$ cat src/rtl/rom_arb_pkg.sv
//==============================================================================
// Module   : rom_arb_pkg
// Brief    : Shared types and default sizes for the two-port ROM arbiter.
// Revision : 1.0 - initial release
//==============================================================================
`default_nettype none

package rom_arb_pkg;

    localparam int C_DEF_M       = 32;
    localparam int C_DEF_ADDR_W  = 5;
    localparam int C_DEF_ROM_LAT = 2;

    typedef enum logic [0:0] {
        IDLE = 1'b0,
        WAIT = 1'b1
    } state_t;

    typedef logic port_id_t;

endpackage

`default_nettype wire

$ cat src/rtl/rom_arb_rsp_reg.sv
//==============================================================================
// Module   : rom_arb_rsp_reg
// Brief    : Per-port response holding register: captures a ROM word and holds
//            it until the requester takes it.
// Revision : 1.0 - initial release
//==============================================================================
`default_nettype none

module rom_arb_rsp_reg
    import rom_arb_pkg::*;
#(
    parameter int M = C_DEF_M
) (
    input  logic         clock,
    input  logic         rst_n,
    input  logic         i_capture,
    input  logic [M-1:0] i_data,
    input  logic         i_rsp_ready,
    output logic         o_rsp_valid,
    output logic [M-1:0] o_rsp_data
);

    logic         r_valid;
    logic [M-1:0] r_data;

    // A capture only targets a port whose register is empty, so capture
    // and drain never coincide on the same instance.
    always_ff @(posedge clock or negedge rst_n) begin
        if (!rst_n) begin
            r_valid <= 1'b0;
            r_data  <= '0;
        end else if (i_capture) begin
            r_valid <= 1'b1;
            r_data  <= i_data;
        end else if (r_valid && i_rsp_ready) begin
            r_valid <= 1'b0;
        end
    end

    assign o_rsp_valid = r_valid;
    assign o_rsp_data  = r_data;

endmodule

`default_nettype wire

$ cat src/rtl/rom_arbiter.sv
//==============================================================================
// Module   : rom_arbiter
// Brief    : Round-robin arbiter sharing one fixed-latency ROM between an
//            instruction-fetch port and a data/constant-load port.
// Revision : 1.0 - initial release
//==============================================================================
`default_nettype none

module rom_arbiter
    import rom_arb_pkg::*;
#(
    parameter int M       = C_DEF_M,
    parameter int ADDR_W  = C_DEF_ADDR_W,
    parameter int ROM_LAT = C_DEF_ROM_LAT
) (
    input  logic              clock,
    input  logic              rst_n,
    input  logic              p0_req_valid,
    output logic              p0_req_ready,
    input  logic [ADDR_W-1:0] p0_req_addr,
    output logic              p0_rsp_valid,
    input  logic              p0_rsp_ready,
    output logic [M-1:0]      p0_rsp_data,
    input  logic              p1_req_valid,
    output logic              p1_req_ready,
    input  logic [ADDR_W-1:0] p1_req_addr,
    output logic              p1_rsp_valid,
    input  logic              p1_rsp_ready,
    output logic [M-1:0]      p1_rsp_data,
    output logic [ADDR_W-1:0] rom_address,
    input  logic [M-1:0]      rom_q,
    output logic              busy
);

    localparam logic [2:0] C_CNT_LOAD = 3'(ROM_LAT - 1);

    state_t            r_state;
    logic [2:0]        r_count;
    port_id_t          r_owner;
    port_id_t          r_last_grant;
    logic [ADDR_W-1:0] r_rom_address;
    logic              r_busy;

    logic w_idle, w_elig0, w_elig1, w_grant0, w_grant1;
    logic w_accept0, w_accept1, w_capture, w_cap0, w_cap1;

    // Eligibility looks only at the registered response flags, so a drain
    // on this edge does not let the same port issue on this edge.
    assign w_idle    = (r_state == IDLE);
    assign w_elig0   = !p0_rsp_valid;
    assign w_elig1   = !p1_rsp_valid;
    assign w_grant0  = !(p1_req_valid && w_elig1) || (r_last_grant == 1'b1);
    assign w_grant1  = !(p0_req_valid && w_elig0) || (r_last_grant == 1'b0);

    assign p0_req_ready = w_idle && w_elig0 && w_grant0;
    assign p1_req_ready = w_idle && w_elig1 && w_grant1;

    assign w_accept0 = p0_req_valid && p0_req_ready;
    assign w_accept1 = p1_req_valid && p1_req_ready;

    assign w_capture = (r_state == WAIT) && (r_count == 3'd0);
    assign w_cap0    = w_capture && (r_owner == 1'b0);
    assign w_cap1    = w_capture && (r_owner == 1'b1);

    always_ff @(posedge clock or negedge rst_n) begin
        if (!rst_n) begin
            r_state       <= IDLE;
            r_count       <= 3'd0;
            r_owner       <= 1'b0;
            r_last_grant  <= 1'b1;
            r_rom_address <= '0;
            r_busy        <= 1'b0;
        end else begin
            case (r_state)
                IDLE: begin
                    if (w_accept0) begin
                        r_rom_address <= p0_req_addr;
                        r_owner       <= 1'b0;
                        r_last_grant  <= 1'b0;
                        r_state       <= WAIT;
                        r_count       <= C_CNT_LOAD;
                        r_busy        <= 1'b1;
                    end else if (w_accept1) begin
                        r_rom_address <= p1_req_addr;
                        r_owner       <= 1'b1;
                        r_last_grant  <= 1'b1;
                        r_state       <= WAIT;
                        r_count       <= C_CNT_LOAD;
                        r_busy        <= 1'b1;
                    end
                end
                WAIT: begin
                    if (r_count == 3'd0) begin
                        r_state <= IDLE;
                        r_busy  <= 1'b0;
                    end else begin
                        r_count <= r_count - 3'd1;
                    end
                end
                default: begin
                    r_state <= IDLE;
                    r_busy  <= 1'b0;
                end
            endcase
        end
    end

    assign rom_address = r_rom_address;
    assign busy        = r_busy;

    rom_arb_rsp_reg #(.M(M)) u_rsp0 (
        .clock       (clock),
        .rst_n       (rst_n),
        .i_capture   (w_cap0),
        .i_data      (rom_q),
        .i_rsp_ready (p0_rsp_ready),
        .o_rsp_valid (p0_rsp_valid),
        .o_rsp_data  (p0_rsp_data)
    );

    rom_arb_rsp_reg #(.M(M)) u_rsp1 (
        .clock       (clock),
        .rst_n       (rst_n),
        .i_capture   (w_cap1),
        .i_data      (rom_q),
        .i_rsp_ready (p1_rsp_ready),
        .o_rsp_valid (p1_rsp_valid),
        .o_rsp_data  (p1_rsp_data)
    );

endmodule

`default_nettype wire

$ cat config.mk
export PLATFORM = sky130hd
export DESIGN_NAME = rom_arbiter
export DESIGN_NICKNAME = d
export VERILOG_FILES = /design/src/rtl/rom_arb_pkg.sv /design/src/rtl/rom_arb_rsp_reg.sv /design/src/rtl/rom_arbiter.sv
export SDC_FILE = /design/constraint.sdc
export NUM_CORES = 1
export LEC_CHECK = 0
export BUFFER_PORTS_ARGS = -buffer_cell sky130_fd_sc_hd__buf_2
export CAP_MARGIN = 20
export CORE_ASPECT_RATIO = 1.4
export CORE_UTILIZATION = 41
export CTS_CLUSTER_DIAMETER = 30
export CTS_CLUSTER_SIZE = 8
export DETAILED_ROUTE_END_ITERATION = 12
export GPL_TIMING_DRIVEN = 0
export PLACE_DENSITY_LB_ADDON = 0.05
export SKIP_LAST_GASP = 1
export SYNTH_ARGS = -nofsm -noshare
export SYNTH_HDL_FRONTEND = slang
export SYNTH_HIERARCHICAL = 1
export SYNTH_SLANG_ARGS = --single-unit
$ cat constraint.sdc
create_clock -name clock -period 1.7 [get_ports clock]
set_input_delay 0.34 -clock clock [delete_from_list [all_inputs] [get_ports clock]]
set_output_delay 0.34 -clock clock [all_outputs]
set_load 0.01 [all_outputs]
==> impl_metrics.ini <==
[timing]
fin_worst_skew_ns = 0.00982
maxSlewViolCount = 0
max_freq_mhz = 597
slew_headroom = 0.744
grt_setup_unrepaired = yes
timing.final.crit_share = 0.985
hold_viol = 0
max_slew.worst_pin.slew_ns = 0.382
fin_crit_ns = 1.67
finalSetupViolCount = 0

[min_path]
holdCritStartpoint = rom_q[27]
hold_end = u_rsp1/o_rsp_data[27]
min_path_cells = 2
min_path_type = in2reg

[drt]
wire_per_inst_um = 15.6
ant_nets = 0
drc = 0
vias = 2147
drt_first_iter_violations = 59
wirelength_um = 7050
dr.pass1.iters = 4
vias_per_cell = 4.74

[clock_network]
h-tree-depth = 3
clk_pin_slew_ns = 0.08
clk_latency_ns = 0.35
tritoncts = done
cts_root_buf = clkbuf_8
numCtsBuffers = 9
clk_path_buf_depth = 2
cts_sinks = 78

[synth]
netlist_area_um2 = 3360
yosysWarningCount = 6
ys_ff_latch = 78
avgSynthCellArea_um2 = 16.7
syn_nets = 251
synth_cells = 201
synth_cell_types = 26
ys_seq_area_frac = 0.581

[placed_design]
place_area_um2 = 4120
hpwl_um = 4480
port-buffer-count = 121
gp_congestion = 0.689

[grt]
grt_max_degree = 67
antenna_found_initial = 0
track_usage = 0.170
grt_overflow = 0
grt_pass1_vias = 2211
grt_pass1_wl_um = 11000

[floorplan]
coreArea_um2 = 7850
die_y_um = 109
ioPinCount = 122
rows = 38
die_x_um = 78.5
start_util = 0.428
die_area_um2 = 8570

[critical_path]
rr_worst_depth = 9
critPathMaxFanout = 5
r2r_start = r_count[0]
cp-start-kind = flop
path_cells = inv_2 -> ha_4 -> ha_4 -> nand2_4 -> nor2_4 -> buf_6 -> buf_12 -> buf_12 -> mux2_4
path_class = reg2reg
critPathCaptureType = flop
critPathSlowestCell = dfrtp_1
crit_path_max_incr_delay_ns = 0.38
worstReg2RegEnd = u_rsp0/o_rsp_data[19]
reg2reg_slack_ns = 0.03
cp_data_required_time_ns = 1.93
worstPathArrival_ns = 1.91

[pwr]
ir_worst_vdd_v = 0.000838
power_density_nw_per_um2 = 1980
power.total_uw = 9220
power.leakage_uw = 0.00230

[final_layout]
diodes = 0
drive_above_1_share = 0.674
final_cell_mix = 121 x buf_2, 77 x dfrtp_1, 59 x mux2_4
final_area_um2 = 4650
syn_to_final_growth_pct = 38.5
fin_nets = 399
final_common_cell = buf_2

[job]
drv_cap = 0

[run_status]
outcome = finished clean
==> worst max-delay path by stage <==
stage | cells past startpoint | end | startpoint | slack, ns
after floorplan | 8 | u_rsp0/o_rsp_data[0] | r_count[0] | 0.11
after global placement | 1 | u_rsp1/o_rsp_data[20] | rst_n | -0.31
after detailed placement | 8 | u_rsp0/o_rsp_data[27] | r_count[0] | -0.07
after CTS | 9 | u_rsp0/o_rsp_data[12] | r_count[0] | -0.02
after global routing | 3 | p0_req_ready | u_rsp1/o_rsp_valid | -0.07
final | 9 | u_rsp0/o_rsp_data[19] | r_count[0] | 0.03
==> registers in the layout (all words and copies together) (netlist names) <==
name	count
busy	1
r_count	3
r_last_grant	1
r_owner	1
r_state	1
rom_address	5
u_rsp0/o_rsp_data	32
u_rsp0/o_rsp_valid	1
u_rsp1/o_rsp_data	32
u_rsp1/o_rsp_valid	1
==> worst max-delay path: cells and delay by family, from the launching register on <==
kind,cells,cell delay (ns)
adders and majority gates,2,0.29
buffers and inverters,4,0.46
DFF,1,0.38
muxes,1,0.29
and+or+nand+nor,2,0.13
==> routing by layer <==
metal | global-route usage | wire [µm] | vias up
met5 | 0 | 0 | -
met4 | 0.0780 | 126 | 0
met3 | 0.0561 | 440 | 14
met2 | 0.257 | 3330 | 81
met1 | 0.221 | 3150 | 1061
li1 | - | - | 991
==> power breakdown <==
group	internal (µW)	total (µW)	switching [µW]	leakage, µW
Combinational	2580	4330	1750	0.00127
Clock	894	1550	656	0.000115
Sequential	2820	3340	523	0.000918
==> per-stage QoR <==
step                      cells  worst slack, ns  hold slack, ns  utilization  setup TNS, ns
after floorplan             201            0.114          0.0444            -              0
after global placement      422           -0.312           0.469        0.521         -25.11
after detailed placement    423          -0.0674           0.205        0.525          -1.81
after CTS                   448          -0.0192           0.212        0.578         -0.142
after global routing        453          -0.0679           0.215        0.593         -0.791
final                       453           0.0258           0.230        0.593              0
==> Yosys cell counts <==
cell	count	area, µm²
nor2_1	8	30.0
o31ai_1	1	7.51
o21a_1	2	15.0
dfrtp_1	77	1930
nor3b_2	1	12.5
ha_1	2	25.0
nor3_1	1	5.00
mux2i_1	5	50.1
nand2b_2	1	8.76
buf_2	2	10.0
buf_6	2	22.5
xnor2_1	1	8.76
nand2b_1	4	25.0
and3_1	1	6.26
a21oi_2	1	8.76
mux2_2	6	67.6
a21oi_1	6	30.0
o21ai_0	1	5.00
inv_1	6	22.5
mux2_4	58	871
o22ai_1	2	12.5
a21o_1	2	15.0
buf_12	6	120
dfstp_2	1	26.3
nor3_4	1	16.3
nand2_1	3	11.3
==> cell type report <==
| type | instances | area (µm²) |
|---|---|---|
| Clock inverter | 4 | 70.1 |
| Fill cell | 659 | 3190 |
| Timing Repair Buffer | 137 | 878 |
| Buffer | 10 | 164 |
| Sequential cell | 78 | 1950 |
| Tap cell | 100 | 125 |
| Multi-Input combinational cell | 107 | 1290 |
| Inverter | 6 | 22.5 |
| Clock buffer | 11 | 151 |
==> kinds of logic (layout without fill, tap and decap cells) <==
logic type,count (synthesis),count (layout),share of synthesized area
adders and majority gates,2,2,0.00745
AOI/OAI and AO/OA,15,15,0.0279
xor gates and xnor gates,1,1,0.00261
DFF,78,78,0.581
and+or+nand+nor,20,20,0.0343
muxes,69,69,0.294
buffers and inverters,16,168,0.0521
==> what timing repair did <==
item | 4_1_cts | 5_1_grt
gates resized for setup | 12 | 8
endpoints found under the setup margin | 57 | 59
pin swaps | 3 | 4
setup buffers | 7 | 2
hold buffers | 1 | 0
cloned | 2 | 4
endpoints found under the hold margin | 12 | 0
(Power assumes the default switching activity.)
